`config.mk`:
```
export PLATFORM = sky130hd
export DESIGN_NAME = w5300_bus_seq_flat
export DESIGN_NICKNAME = d
export VERILOG_FILES = /design/src/rtl/w5300_bus_pkg.sv /design/src/rtl/w5300_bus_seq_if.sv /design/src/rtl/w5300_bus_timer.sv /design/src/rtl/w5300_bus_seq.sv /design/src/flat_wrapper.sv
export SDC_FILE = /design/constraint.sdc
export NUM_CORES = 1
export LEC_CHECK = 0
export CELL_PAD_IN_SITES_DETAIL_PLACEMENT = 1
export CELL_PAD_IN_SITES_GLOBAL_PLACEMENT = 1
export CORE_ASPECT_RATIO = 1.75
export CORE_MARGIN = 2
export CORE_UTILIZATION = 37
export CTS_CLUSTER_DIAMETER = 120
export DETAILED_ROUTE_END_ITERATION = 12
export PLACE_DENSITY = 0.79
export SYNTH_ARGS = -nofsm -noshare
export SYNTH_HDL_FRONTEND = slang
export SYNTH_SLANG_ARGS = --single-unit
```
`constraint.sdc`:
```
create_clock -name fclk -period 3.46 [get_ports fclk]
set_clock_uncertainty 0.05 [all_clocks]
set_input_delay 0.692 -clock fclk [delete_from_list [all_inputs] [get_ports fclk]]
set_output_delay 0.692 -clock fclk [all_outputs]
set_load 0.02 [all_outputs]
```
`src/rtl/w5300_bus_pkg.sv`:
```
// Shared types and constants for the W5300 bus-cycle sequencer:
// FSM state encoding, default pin timing and bus widths.
package w5300_bus_pkg;

    localparam int ADDR_W = 10;
    localparam int DATA_W = 8;
    localparam int CNT_W  = 4;

    localparam int DEF_SETUP_CYC    = 1;
    localparam int DEF_STROBE_CYC   = 3;
    localparam int DEF_HOLD_CYC     = 1;
    localparam int DEF_RECOVERY_CYC = 2;

    typedef enum logic [2:0] {
        ST_IDLE,
        ST_SETUP,
        ST_STROBE,
        ST_HOLD,
        ST_RECOVER
    } bus_state_e;

    // The timer counts down to zero, so a state lasting N cycles loads N-1.
    function automatic logic [CNT_W-1:0] reload_val(input int cyc);
        return (cyc > 0) ? CNT_W'(cyc - 1) : '0;
    endfunction

endpackage

```
`src/rtl/w5300_bus_seq_if.sv`:
```
// Request-side and W5300 pin-side signals of the bus sequencer.
// slave = sequencer, master = Z80-side logic plus the W5300 data pins.
interface w5300_bus_seq_if;
    import w5300_bus_pkg::*;

    logic              req_rd;
    logic              req_wr;
    logic [ADDR_W-1:0] req_addr;
    logic [DATA_W-1:0] req_wdata;
    logic [DATA_W-1:0] rdata;
    logic              done;
    logic              busy;
    logic              ovr_err;
    logic [ADDR_W-1:0] w5300_addr;
    logic [DATA_W-1:0] w5300_d_out;
    logic [DATA_W-1:0] w5300_d_in;
    logic              w5300_d_oe;
    logic              w5300_cs_n;
    logic              w5300_rd_n;
    logic              w5300_wr_n;

    modport slave (
        input  req_rd, req_wr, req_addr, req_wdata, w5300_d_in,
        output rdata, done, busy, ovr_err,
        output w5300_addr, w5300_d_out, w5300_d_oe,
        output w5300_cs_n, w5300_rd_n, w5300_wr_n
    );

    modport master (
        output req_rd, req_wr, req_addr, req_wdata, w5300_d_in,
        input  rdata, done, busy, ovr_err,
        input  w5300_addr, w5300_d_out, w5300_d_oe,
        input  w5300_cs_n, w5300_rd_n, w5300_wr_n
    );

endinterface

```
`src/rtl/w5300_bus_timer.sv`:
```
// Loadable 4-bit down-counter with zero flag; times every FSM state.
module w5300_bus_timer
    import w5300_bus_pkg::*;
(
    input  logic             fclk,
    input  logic             rst,
    input  logic             load_i,
    input  logic [CNT_W-1:0] load_val_i,
    output logic             zero_o
);

    logic [CNT_W-1:0] cnt_q, cnt_d;

    // NOTE: every comb output gets a default first so no path infers a latch.
    always_comb begin
        cnt_d = cnt_q;
        if (load_i) begin
            cnt_d = load_val_i;
        end else if (cnt_q != '0) begin
            cnt_d = cnt_q - 1'b1;
        end
    end

    // NOTE: registers use <= so every flop samples pre-edge values.
    always_ff @(posedge fclk) begin
        if (rst) begin
            cnt_q <= '0;
        end else begin
            cnt_q <= cnt_d;
        end
    end

    assign zero_o = (cnt_q == '0);

endmodule

```
`src/rtl/w5300_bus_seq.sv`:
```
// W5300 bus-cycle sequencer with one-deep pending slot.
// Optional W5300_BUSSEQ_ZWAIT_EN adds the z80_wait stall output.
module w5300_bus_seq
    import w5300_bus_pkg::*;
#(
    parameter int SETUP_CYC    = DEF_SETUP_CYC,
    parameter int STROBE_CYC   = DEF_STROBE_CYC,
    parameter int HOLD_CYC     = DEF_HOLD_CYC,
    parameter int RECOVERY_CYC = DEF_RECOVERY_CYC
) (
    input  logic           fclk,
    input  logic           rst,
    w5300_bus_seq_if.slave bus
`ifdef W5300_BUSSEQ_ZWAIT_EN
    ,
    output logic           z80_wait
`endif
);

    localparam bus_state_e FIRST_ST = (SETUP_CYC > 0) ? ST_SETUP : ST_STROBE;

    bus_state_e        state_q, state_d;
    logic              start_new, start_pend, access_end, leave_rec;
    logic              tmr_load, tmr_zero;
    logic [CNT_W-1:0]  tmr_val;
    logic              req_any, busy, fill, ovr_set, cs_act;
    logic              pend_valid_q, pend_wr_q;
    logic [ADDR_W-1:0] pend_addr_q, addr_q;
    logic [DATA_W-1:0] pend_wdata_q, dout_q, rdata_q;
    logic              wr_q, done_q, ovr_q;

    function automatic logic [CNT_W-1:0] state_len(input bus_state_e s);
        case (s)
            ST_SETUP:   return reload_val(SETUP_CYC);
            ST_STROBE:  return reload_val(STROBE_CYC);
            ST_HOLD:    return reload_val(HOLD_CYC);
            ST_RECOVER: return reload_val(RECOVERY_CYC);
            default:    return '0;
        endcase
    endfunction

    assign req_any = bus.req_rd | bus.req_wr;
    assign busy    = (state_q != ST_IDLE) | pend_valid_q;

    w5300_bus_timer u_timer (
        .fclk       (fclk),
        .rst        (rst),
        .load_i     (tmr_load),
        .load_val_i (tmr_val),
        .zero_o     (tmr_zero)
    );

    always_ff @(posedge fclk) begin
        if (rst) begin
            state_q <= ST_IDLE;
        end else begin
            state_q <= state_d;
        end
    end

    always_comb begin
        state_d    = state_q;
        start_new  = 1'b0;
        start_pend = 1'b0;
        access_end = 1'b0;
        leave_rec  = 1'b0;
        case (state_q)
            ST_IDLE:    if (req_any) start_new = 1'b1;
            ST_SETUP:   if (tmr_zero) state_d = ST_STROBE;
            ST_STROBE:  if (tmr_zero) begin
                            if (HOLD_CYC > 0) state_d = ST_HOLD;
                            else              access_end = 1'b1;
                        end
            ST_HOLD:    if (tmr_zero) access_end = 1'b1;
            ST_RECOVER: if (tmr_zero) leave_rec = 1'b1;
            default:    state_d = ST_IDLE;
        endcase
        if (access_end) begin
            if (RECOVERY_CYC > 0) state_d = ST_RECOVER;
            else                  leave_rec = 1'b1;
        end
        // A request arriving while the bus frees up starts directly instead of parking.
        if (leave_rec) begin
            if (pend_valid_q)  start_pend = 1'b1;
            else if (req_any)  start_new  = 1'b1;
            else               state_d    = ST_IDLE;
        end
        if (start_new || start_pend) state_d = FIRST_ST;
        tmr_load = (state_d != state_q) || start_new || start_pend;
        tmr_val  = state_len(state_d);
    end

    always_comb begin
        cs_act         = (state_q == ST_SETUP) || (state_q == ST_STROBE) || (state_q == ST_HOLD);
        bus.w5300_cs_n = !cs_act;
        bus.w5300_rd_n = !((state_q == ST_STROBE) && !wr_q);
        bus.w5300_wr_n = !((state_q == ST_STROBE) && wr_q);
        bus.w5300_d_oe = cs_act && wr_q;
    end

    assign fill    = req_any && (state_q != ST_IDLE) && !pend_valid_q && !start_new;
    assign ovr_set = (bus.req_rd && bus.req_wr) ||
                     (req_any && (state_q != ST_IDLE) && pend_valid_q);

    always_ff @(posedge fclk) begin
        if (rst) begin
            pend_valid_q <= 1'b0;
            wr_q         <= 1'b0;
            addr_q       <= '0;
            dout_q       <= '0;
            rdata_q      <= '0;
            done_q       <= 1'b0;
            ovr_q        <= 1'b0;
        end else begin
            done_q <= access_end;
            if (start_new) begin
                addr_q <= bus.req_addr;
                wr_q   <= bus.req_wr;
                if (bus.req_wr) dout_q <= bus.req_wdata;
            end else if (start_pend) begin
                addr_q <= pend_addr_q;
                wr_q   <= pend_wr_q;
                if (pend_wr_q) dout_q <= pend_wdata_q;
            end
            if (start_pend) pend_valid_q <= 1'b0;
            if (fill)       pend_valid_q <= 1'b1;
            if (ovr_set)    ovr_q        <= 1'b1;
            if ((state_q == ST_STROBE) && tmr_zero && !wr_q) rdata_q <= bus.w5300_d_in;
        end
    end

    // NOTE: the pending payload has no reset; pend_valid_q qualifies it.
    always_ff @(posedge fclk) begin
        if (fill) begin
            pend_addr_q  <= bus.req_addr;
            pend_wdata_q <= bus.req_wdata;
            pend_wr_q    <= bus.req_wr;
        end
    end

    assign bus.rdata       = rdata_q;
    assign bus.done        = done_q;
    assign bus.busy        = busy;
    assign bus.ovr_err     = ovr_q;
    assign bus.w5300_addr  = addr_q;
    assign bus.w5300_d_out = dout_q;

`ifdef W5300_BUSSEQ_ZWAIT_EN
    logic wait_q;

    // Held until the done of the parked request, i.e. a done with nothing left pending.
    always_ff @(posedge fclk) begin
        if (rst) begin
            wait_q <= 1'b0;
        end else if (req_any && busy) begin
            wait_q <= 1'b1;
        end else if (done_q && !pend_valid_q) begin
            wait_q <= 1'b0;
        end
    end

    assign z80_wait = wait_q | (req_any & busy);
`endif

endmodule

```
`src/flat_wrapper.sv`:
```
// flat-port wrapper written by rule: the top's interface ports become plain ports
module w5300_bus_seq_flat import w5300_bus_pkg::*;
#(
    parameter int SETUP_CYC    = DEF_SETUP_CYC,
    parameter int STROBE_CYC   = DEF_STROBE_CYC,
    parameter int HOLD_CYC     = DEF_HOLD_CYC,
    parameter int RECOVERY_CYC = DEF_RECOVERY_CYC
)
  (fclk, rst, bus_req_rd, bus_req_wr, bus_req_addr, bus_req_wdata, bus_w5300_d_in, bus_rdata, bus_done, bus_busy, bus_ovr_err, bus_w5300_addr, bus_w5300_d_out, bus_w5300_d_oe, bus_w5300_cs_n, bus_w5300_rd_n, bus_w5300_wr_n);
  w5300_bus_seq_if bus_i ();
  input  logic fclk;
  input  logic rst;
  input wire logic [$bits(bus_i.req_rd)-1:0] bus_req_rd;
  input wire logic [$bits(bus_i.req_wr)-1:0] bus_req_wr;
  input wire logic [$bits(bus_i.req_addr)-1:0] bus_req_addr;
  input wire logic [$bits(bus_i.req_wdata)-1:0] bus_req_wdata;
  input wire logic [$bits(bus_i.w5300_d_in)-1:0] bus_w5300_d_in;
  output wire logic [$bits(bus_i.rdata)-1:0] bus_rdata;
  output wire logic [$bits(bus_i.done)-1:0] bus_done;
  output wire logic [$bits(bus_i.busy)-1:0] bus_busy;
  output wire logic [$bits(bus_i.ovr_err)-1:0] bus_ovr_err;
  output wire logic [$bits(bus_i.w5300_addr)-1:0] bus_w5300_addr;
  output wire logic [$bits(bus_i.w5300_d_out)-1:0] bus_w5300_d_out;
  output wire logic [$bits(bus_i.w5300_d_oe)-1:0] bus_w5300_d_oe;
  output wire logic [$bits(bus_i.w5300_cs_n)-1:0] bus_w5300_cs_n;
  output wire logic [$bits(bus_i.w5300_rd_n)-1:0] bus_w5300_rd_n;
  output wire logic [$bits(bus_i.w5300_wr_n)-1:0] bus_w5300_wr_n;
  assign bus_i.req_rd = bus_req_rd;
  assign bus_i.req_wr = bus_req_wr;
  assign bus_i.req_addr = bus_req_addr;
  assign bus_i.req_wdata = bus_req_wdata;
  assign bus_i.w5300_d_in = bus_w5300_d_in;
  assign bus_rdata = bus_i.rdata;
  assign bus_done = bus_i.done;
  assign bus_busy = bus_i.busy;
  assign bus_ovr_err = bus_i.ovr_err;
  assign bus_w5300_addr = bus_i.w5300_addr;
  assign bus_w5300_d_out = bus_i.w5300_d_out;
  assign bus_w5300_d_oe = bus_i.w5300_d_oe;
  assign bus_w5300_cs_n = bus_i.w5300_cs_n;
  assign bus_w5300_rd_n = bus_i.w5300_rd_n;
  assign bus_w5300_wr_n = bus_i.w5300_wr_n;
  w5300_bus_seq #(.SETUP_CYC(SETUP_CYC), .STROBE_CYC(STROBE_CYC), .HOLD_CYC(HOLD_CYC), .RECOVERY_CYC(RECOVERY_CYC)) u_core (.fclk(fclk), .rst(rst), .bus(bus_i));
endmodule
```
==> out/qor.yml, run 1 <==
r2r_slack_ns: 0.96
path_class: "register to output pin"
cts-root-buf: "clkbuf_16"
grt.total_usage_pct: 17.68
place_area_um2: 3093
ant_nets: 0
finish.utilization_pct: 50.37
leakagePower_nw: 1.186
routed_via_density: 5.274
firstDrtPassIters: 4
port_buffers: 62
grt_max_degree: 26
cts_inserted_buffers: 5
io_pins: 63
max-vdd-ir-drop_uv: 538.7
synth_seq_cells: 56
routabilityCongestion: 0.7663
outcome: "finished, final reports clean"
ys.flop_type: "dfxtp_1"
p_per_area_nw_per_um2: 843.8
grt-ovfl-total: 0
fp.dieArea_um2: 7221
drt_iter0_drc: 50
synth_fp_nets: 260
row_count: 39
cts_tree: "built"
htreeDepth: 2
cp_cell_sequence: "or3_1 -> or2_2 -> clkdlybuf4s50_1"
grt_pass1_wl_um: 10010
max-slew-margin-rel_pct: 50.32
netlist_instances: 229
cp_num_buf_inv: 1
synth_edf_count: 19
fmaxAchievable_ghz: 0.3705
worstPathMaxFanout: 11
dp_hpwl_um: 4310
num_vias: 1941
cts_max_path_buffers: 2
finalSetupTns_ns: 0
synth-async-reset-ratio_pct: 0
worstMarginPinSlew_ns: 0.7429
die_x_um: 65.10
insertedDiodeCount: 0
first_global_vias: 2023
end_kind: "output pin"
wire_per_inst_um: 16.53
post_cts_buffers: 0
rsz0062_at_grt: "false"
final_layout_size_suffix_gt1_share_pct: 10.49
fin_hold_ws_ns: 0.4496
cap_viol_max_count: 0
slew_violations: 0
cp_slowest_cell: "clkdlybuf4s50_1"
fin_nets: 316
yosysWarningCount: 0
min_period_ns: 2.699
final_cells: 368
path_clk_slew_ns: 0.07
synth_area_um2: 2417
syn2layout_area_growth_pct: 34.21
cts_sinks: 56
synth.distinct_cells: 45
cp.arrival_ns: 1.96
finalSetupViolations: 0
dp.cells: 360
fin_area_um2: 3244
start_kind: "register"
initial_utilization_pct: 37.53
cpLargestDelayFamily: "simple AND/OR/NAND/NOR gates"
drcViolationCount: 0
routed_wl_um: 6083
fin_crit_sh_pct: 78.00
antenna_found_initial: 0
cts_hold_buf: 0
syn_avg_cell_area_um2: 10.56
slowest_delay_ns: 0.54
cp_data_required_time_ns: 2.72
hold_violations: 0
post_cts_resized: 0
core_area_um2: 6441
clkLatencyLatePin_ns: 0.29
ys_seq_area_share_pct: 54.24
min_path_type: "register to register"
die_h_um: 110.9
-- worst register-to-register path, cell delays in order (launching register included) --
cell and delay, ns:
dfxtp_1 0.35, inv_1 0.09, ha_1 0.22, or4b_4 0.53, a211oi_4 0.69, nand2_1 0.16
a311oi_1 0.32
-- layout make-up --
type,count,area (um^2)
clock buffers,7,142.6
clock inverters,1,8.758
fillers,708,3197
inverters,6,22.52
multi-input cells,149,998.5
flip-flops and latches,56,1311
well taps,82,102.6
repair buffers,67,658.1
-- path summary, 6_finish.rpt --
| path | from | to | cells after the start |
|---|---|---|---|
| hold reg to reg | u_core.bus.rdata[2]$_SDFFE_PP0P_ | u_core.bus.rdata[2]$_SDFFE_PP0P_ | 2 |
| setup reg to reg | u_core.u_timer.cnt_q[0]$_SDFFE_PP0P_ | u_core.bus.w5300_d_out[3]$_SDFFE_PP0P_ | 6 |
| hold / removal | u_core.bus.rdata[2]$_SDFFE_PP0P_ | u_core.bus.rdata[2]$_SDFFE_PP0P_ | 2 |
| setup / recovery | u_core.state_q[0]$_SDFF_PP0_ | bus_busy | 3 |
-- cells in the mapped netlist, types with 4 or more instances --
| cell type | instances | share of area [%] |
|---|---|---|
| dfxtp_1 | 37 | 31 |
| a211oi_1 | 5 | 1.6 |
| nand2_1 | 25 | 3.9 |
| buf_2 | 5 | 1.0 |
| nor3_1 | 13 | 2.7 |
| or2_2 | 4 | 1.0 |
| nor2_1 | 19 | 3.0 |
| clkbuf_1 | 10 | 1.6 |
| a311oi_1 | 6 | 2.2 |
| mux2i_1 | 12 | 5.0 |
| a21oi_1 | 12 | 2.5 |
| edfxtp_1 | 19 | 24 |
| a22oi_1 | 8 | 2.5 |
| inv_1 | 6 | 0.93 |
-- report_power, final --
part           internal [W]  switching, W  total, W
Clock              0.000290      0.000225  0.000515
Combinational      0.000515      0.000688   0.00120
Sequential         0.000889      0.000131   0.00102
Total               0.00169       0.00104   0.00274
-- kinds of logic (layout without fill, tap and decap cells) --
kind of cell / Yosys count / after routing / synth area share [%]
AND/OR/NAND/NOR: 81 / 81 / 17.08
buffers and inverters: 24 / 81 / 4.658
adder cells (fa/ha/maj): 1 / 1 / 0.5175
multiplexers: 12 / 12 / 4.969
XOR/XNOR: 3 / 3 / 1.087
AO/OA/AOI/OAI: 52 / 52 / 17.44
flip-flops: 56 / 56 / 54.24
-- flip-flops by register name, indices dropped and copies added (netlist names) --
register                flops
u_core.u_timer.cnt_q        4
u_core.pend_wdata_q         8
u_core.pend_addr_q         10
u_core.state_q              3
u_core.bus.rdata            8
u_core.wr_q                 1
u_core.bus.done             1
u_core.bus.w5300_addr      10
u_core.pend_wr_q            1
u_core.bus.ovr_err          1
u_core.bus.w5300_d_out      8
u_core.pend_valid_q         1
-- metal layers --
metal | wire (um) | track usage [%]
met2 | 3246 | 31.27
met3 | 188 | 2.944
met5 | 0 | 0
met4 | 161 | 7.639
met1 | 2487 | 20.45
-- stage by stage --
step	total power [W]	setup WS, ns
finish	0.002737	0.7613
global route	0.002909	0.7178
CTS	0.002768	0.7529
detailed placement	0.002244	0.7395
global placement	0.002205	0.8681
floorplan	0.001828	0.3635
-- layout by cell type, fill, tap and decap left out, types with 6 or more instances in the layout --
| cell type | n |
|---|---|
| a21oi_1 | 12 |
| a22oi_1 | 8 |
| a311oi_1 | 6 |
| clkdlybuf4s50_1 | 62 |
| dfxtp_1 | 37 |
| edfxtp_1 | 19 |
| inv_1 | 6 |
| mux2i_1 | 12 |
| nand2_1 | 25 |
| nor2_1 | 19 |
| nor3_1 | 12 |
No activity file was read; power rests on OpenSTA's default activity.
==> run 2: changes to the inputs <==
Settings changed: CORE_UTILIZATION 37 to 33, PLACE_DENSITY 0.79 to 0.75.
Clock period 3.46 ns to 2.4 ns, I/O delays scaled along.
==> run 2 against run 1 <==
Net effect:
- core utilization fell by 4.0 points
- routed wire length grew 2.8%
- hold slack lost 0.021 ns
- sequential power up 42%
- setup slack got worse by 0.65 ns
- cell count is 3.8% higher
- die area up 12%
- count of clock-buffer cells in the layout decreased by 2
- global-route usage down 0.98 points
- sequential share of layout area decreased by 1.0 points
- via count rose by 3.2%
- critical path type is now register to register
- critical endpoint is now u_core.wr_q$_SDFFE_PP0P_
- highest routed layer unchanged
==> out/qor.yml, run 2 (synthesized netlist as in run 1, its figures left out) <==
firstDrtPassIters: 4  # unchanged
fillCellCount: 798  # +13%
cp_slowest_cell: "a221o_1"
p_per_area_nw_per_um2: 1220  # +45%
outcome: "finished, final reports clean"
routabilityCongestion: 0.7559  # -1.4%
drcViolationCount: 0  # unchanged
grt-busiest-layer: "met2"
fin_hold_ws_ns: 0.4281  # -0.02149 ns
dp.cells: 374  # +3.9%
drt_iter0_drc: 62  # +24%
cap_viol_max_count: 0  # unchanged
hold_violations: 0  # unchanged
core_area_um2: 7182  # +11%
fmaxAchievable_ghz: 0.4372
max-vdd-ir-drop_uv: 678.9  # +26%
whs_path_depth: 2  # unchanged
grt-ovfl-total: 0  # unchanged
cts_tree: "built"
cts_sinks: 56  # unchanged
io_pins: 63  # unchanged
fin_area_um2: 3333  # +2.7%
htreeDepth: 2  # unchanged
worstMarginPinSlew_ns: 0.9491  # +0.2062 ns
path_class: "register to register"
fin_crit_sh_pct: 95.30
first_global_vias: 2045  # +1.1%
syn2layout_area_growth_pct: 37.89
ant_nets: 0  # unchanged
cp.arrival_ns: 2.42  # +0.46 ns
routed_via_density: 5.246  # -0.54%
wire_per_inst_um: 16.37  # -0.94%
gr-usage-met3_pct: 3.728  # +0.78 points
dp_hpwl_um: 4390  # +1.9%
routed_wl_um: 6255  # +2.8%
worstPathMaxFanout: 11  # unchanged
grt_pass1_wl_um: 9860  # -1.5%
place_area_um2: 3179  # +2.8%
port_buffers: 62  # unchanged
met1_usage_pct: 17.85  # -2.6 points
final_layout_size_suffix_gt1_share_pct: 14.53  # +4.0 points
leakagePower_nw: 1.236  # +4.3%
final_cell_mix: "clkdlybuf4s50_1, dfxtp_1, nand2_1, nor2_1, edfxtp_1"
slew_violations: 0  # unchanged
layout_commonest_cell: "clkdlybuf4s50_1"
fin_nets: 326  # +3.2%
grt_max_degree: 26  # unchanged
start_kind: "register"
row_count: 41  # +5.1%
cp_data_required_time_ns: 2.53  # -0.19 ns
min_period_ns: 2.287
cp_cell_sequence: "inv_1 -> ha_1 -> or3b_1 -> buf_4 -> a221o_1 -> a211oi_1 -> nor2_1"
r2r_cells: 7  # +1
use_met2_pct: 30.38  # -0.89 points
die_h_um: 117.2  # +5.7%
rsz0062_at_grt: "false"
fp.dieArea_um2: 8053  # +12%
clkLatencyLatePin_ns: 0.30  # about the same
cts-root-buf: "clkbuf_16"
end_kind: "register"
post_cts_buffers: 0  # unchanged
final_cells: 382  # +3.8%
min_path_type: "register to register"
path_clk_slew_ns: 0.08  # about the same
max-slew-margin-rel_pct: 36.52  # -14 points
insertedDiodeCount: 0  # unchanged
slowest_delay_ns: 0.53  # about the same
die_x_um: 68.70  # +5.5%
finish.utilization_pct: 46.41  # -4.0 points
grt.total_usage_pct: 16.70  # -0.98 points
cts_inserted_buffers: 5  # unchanged
finalSetupViolations: 0  # unchanged
antenna_found_initial: 0  # unchanged
finalSetupTns_ns: 0  # unchanged
initial_utilization_pct: 33.66  # -3.9 points
num_vias: 2004  # +3.2%
cts_max_path_buffers: 2  # unchanged
## run 2: per-stage QoR
step	total power, W	setup slack (ns)
CTS	0.004117	0.002936
floorplan	0.002648	0.1090
global placement	0.003293	0.1439
global route	0.004333	0.02473
detailed placement	0.003338	0.08887
finish	0.004065	0.1127
## run 2: worst paths after layout
check	from	end	slack (ns)
hold / removal	u_core.bus.ovr_err$_SDFFE_PP0P_	u_core.bus.ovr_err$_SDFFE_PP0P_	0.43
hold reg to reg	u_core.bus.ovr_err$_SDFFE_PP0P_	u_core.bus.ovr_err$_SDFFE_PP0P_	0.43
setup reg to reg	u_core.u_timer.cnt_q[0]$_SDFFE_PP0P_	u_core.wr_q$_SDFFE_PP0P_	0.11
setup / recovery	u_core.u_timer.cnt_q[0]$_SDFFE_PP0P_	u_core.wr_q$_SDFFE_PP0P_	0.11
## run 2: area by class of cell
cell class              instances  area, um^2  area share (%)
multi-input cells             149        1005           30.14
flip-flops and latches         56        1314           39.41
clock inverters                 3       27.53          0.8258
clock buffers                   5       125.1           3.754
repair buffers                 77       732.0           21.96
inverters                       6       22.52          0.6757
well taps                      86       107.6           3.228
## run 2: critical path: cells and delay by family, from the launching register on
| kind | cells | cell delay [ns] |
|---|---|---|
| simple gates | 2 | 0.46 |
| flops | 1 | 0.32 |
| compound gates | 2 | 0.85 |
| fa+ha+maj | 1 | 0.21 |
| buf+inv | 2 | 0.27 |
## run 2: what timing repair did
item / in CTS / in global routing
hold buffers: 0 / 0
endpoints found under the setup margin: 3 / 2
gates resized for setup: 2 / 1
## run 2: where the power goes
| part | leakage, nW | internal [W] | switching (W) | total [W] |
|---|---|---|---|---|
| Sequential | 0.482 | 0.00129 | 0.000161 | 0.00145 |
| Combinational | 0.683 | 0.000815 | 0.00105 | 0.00186 |
| Clock | 0.0719 | 0.000397 | 0.000358 | 0.000754 |
| Total | 1.24 | 0.00250 | 0.00157 | 0.00407 |
## run 2: routing by layer
metal  wire, um  part of all wire [%]  vias to the layer above
met1       2433                    39                      972
li1           -                     -                      967
met3        268                   4.3                       12
met5          0                     0                        -
met4        165                   2.6                        0
met2       3388                    54                       53
==> run 3: changes to the inputs <==
Settings changed: ABC_AREA set to 1, CORE_UTILIZATION 33 to 31, PLACE_DENSITY 0.75 to 0.74.
==> run 3 against run 2 <==
Net effect:
- sequential cell count unchanged
- cell area decreased by 3.6%
- hold slack worse by 0.014 ns
- routed wire length grew 0.67%
- combinational power is 8% higher
- global-route usage is 0.38 points lower
- core utilization shrank 2.0 points
- sequential share of layout area up 1.5 points
- critical path type is now register to output pin
- critical endpoint is now bus_busy
- largest power group unchanged
- highest routed layer unchanged
==> out/qor.yml, run 3 <==
final_cell_mix: "nand2_1, clkdlybuf4s50_1, dfxtp_1, nor2_1, edfxtp_1"
fp.dieArea_um2: 8223  # +2.1%
first_global_vias: 2270  # +11%
synthTopCellsByCount: "nand2_1, dfxtp_1, nor2_1, edfxtp_1, inv_1"
grt.total_usage_pct: 16.32  # -0.38 points
end_kind: "output pin"
p_per_area_nw_per_um2: 1317  # +8.0%
wire_per_inst_um: 14.75  # -9.9%
io_pins: 63  # unchanged
synth_most_common_cell: "nand2_1"
path_class: "register to output pin"
final_cells: 427  # +12%
routed_wl_um: 6297  # +0.67%
ys.flop_type: "dfxtp_1"
worstPathMaxFanout: 6  # -5
drt_iter0_drc: 52  # -16%
synth-async-reset-ratio_pct: 0  # unchanged
leakagePower_nw: 1.281  # +3.6%
cts_hold_buf: 0  # unchanged
final_layout_size_suffix_gt1_share_pct: 9.091  # -5.4 points
worstMarginPinSlew_ns: 0.3199  # -0.6292 ns
hold_violations: 0  # unchanged
finalSetupTns_ns: 0  # unchanged
synth_fp_nets: 305  # +17%
num_vias: 2052  # +2.4%
yosysTopAreaCell: "dfxtp_1"
drcViolationCount: 0  # unchanged
slowest_delay_ns: 0.60  # +0.07 ns
cts_tree: "built"
row_count: 41  # unchanged
port_buffers: 62  # unchanged
fmaxAchievable_ghz: 0.4458  # +2.0%
yosysTopAreaCellShare_pct: 31.91  # +1.3 points
slew_violations: 0  # unchanged
fin_crit_sh_pct: 93.47  # -1.8 points
cts_sinks: 56  # unchanged
cp_data_required_time_ns: 1.87  # -0.66 ns
start_kind: "register"
cp_cell_sequence: "inv_1 -> nand2_2 -> inv_1 -> nand2_1 -> clkdlybuf4s50_1"
cp.arrival_ns: 1.71  # -0.71 ns
htreeDepth: 2  # unchanged
antenna_found_initial: 0  # unchanged
finalSetupViolations: 0  # unchanged
syn2layout_area_growth_pct: 38.38
cts-root-buf: "clkbuf_16"
synth_edf_count: 19  # unchanged
synth_seq_cells: 56  # unchanged
cts_max_path_buffers: 2  # unchanged
max-slew-margin-rel_pct: 78.65  # +42 points
fin_nets: 371  # +14%
grt_pass1_wl_um: 10670  # +8.3%
routed_via_density: 4.806  # -8.4%
min_period_ns: 2.243  # -0.04396 ns
dp.cells: 419  # +12%
netlist_instances: 274  # +20%
ys_seq_area_share_pct: 56.50  # +2.3 points
ant_nets: 0  # unchanged
min_path_type: "register to register"
cap_viol_max_count: 0  # unchanged
core_area_um2: 7233  # +0.71%
syn_avg_cell_area_um2: 8.471  # -20%
synth_area_um2: 2321  # -4.0%
synth.distinct_cells: 28  # -38%
dp_hpwl_um: 4730  # +7.8%
max-vdd-ir-drop_uv: 516.7  # -24%
insertedDiodeCount: 0  # unchanged
rsz0062_at_grt: "false"
initial_utilization_pct: 32.09  # -1.6 points
outcome: "finished, final reports clean"
routabilityCongestion: 0.7402  # -2.1%
yosys-top-cells-area: "dfxtp_1, edfxtp_1, nand2_1"
post_cts_buffers: 0  # unchanged
cp_slowest_cell: "clkdlybuf4s50_1"
clkLatencyLatePin_ns: 0.29  # about the same
die_h_um: 118.5  # +1.1%
layout_commonest_cell: "nand2_1"
die_x_um: 69.41  # +1.0%
path_clk_slew_ns: 0.07  # about the same
grt-ovfl-total: 0  # unchanged
cpMostUsedCell: "inv_1"
cts_inserted_buffers: 5  # unchanged
firstDrtPassIters: 4  # unchanged
post_cts_resized: 0  # -2
yosysWarningCount: 0  # unchanged
grt_max_degree: 25  # -3.8%
## run 3: worst paths after layout
path | start | endpoint | slack (ns) | cells past startpoint
max | u_core.state_q[2]$_SDFF_PP0_ | bus_busy | 0.16 | 5
min | u_core.bus.w5300_d_out[4]$_SDFFE_PP0P_ | u_core.bus.w5300_d_out[4]$_SDFFE_PP0P_ | 0.41 | 2
max reg2reg | u_core.u_timer.cnt_q[0]$_SDFFE_PP0P_ | u_core.bus.w5300_d_out[1]$_SDFFE_PP0P_ | 0.38 | 11
min reg2reg | u_core.bus.w5300_d_out[4]$_SDFFE_PP0P_ | u_core.bus.w5300_d_out[4]$_SDFFE_PP0P_ | 0.41 | 2
## run 3: metrics by stage
stage / hold WS [ns] / cell area [um^2] / worst slack (ns) / total power, W / utilization (%)
6_report: 0.4143 / 3212 / 0.1566 / 0.004230 / 44.40
5_1_grt: 0.4367 / 3212 / 0.04252 / 0.004579 / 44.40
4_1_cts: 0.4211 / 3206 / 0.004305 / 0.004310 / 44.32
3_5_place_dp: 0.4090 / 3055 / 0.2073 / 0.003543 / 42.24
3_3_place_gp: 0.4006 / 3055 / 0.2892 / 0.003480 / 42.24
2_1_floorplan: 0.4064 / 2326 / 0.3572 / 0.002751 / -
## run 3: cells by family after synthesis
family          share of synthesized area (%)
simple gates                            27.98
flops                                   56.50
compound gates                          8.518
buf+inv                                 5.714
xor+xnor                               0.7549
fa+ha+maj                              0.5390
## run 3: metal layers
layer / GRT usage, % / share of wire (%) / wire length, um / up-vias
li1: - / - / - / 1023
met1: 16.96 / 38 / 2421 / 975
met2: 30.05 / 55 / 3443 / 47
met3: 4.518 / 4.9 / 310 / 7
met4: 6.863 / 1.9 / 121 / 0
met5: 0 / 0 / 0 / -
## run 3: layout make-up
class	instances	area, um^2
clock buffer	7	142.6
tap	86	107.6
multi-input combinational	189	884.6
inverter	21	83.83
fill	851	4021
clock inverter	1	7.507
timing repair buffer	67	673.1
sequential	56	1313
## run 3: worst max-delay path: cells and delay by family, from the launching register on
| kind | cells | cell delay, ns |
|---|---|---|
| and+or+nand+nor | 2 | 0.20 |
| buffers and inverters | 3 | 0.79 |
| DFF | 1 | 0.44 |
## run 3: report_power, final
| group | switching, W | leakage [nW] | total [W] | internal, W |
|---|---|---|---|---|
| Combinational | 0.00123 | 0.730 | 0.00200 | 0.000765 |
| Clock | 0.000321 | 0.0701 | 0.000737 | 0.000416 |
| Sequential | 0.000164 | 0.481 | 0.00149 | 0.00133 |
| Total | 0.00172 | 1.28 | 0.00423 | 0.00251 |
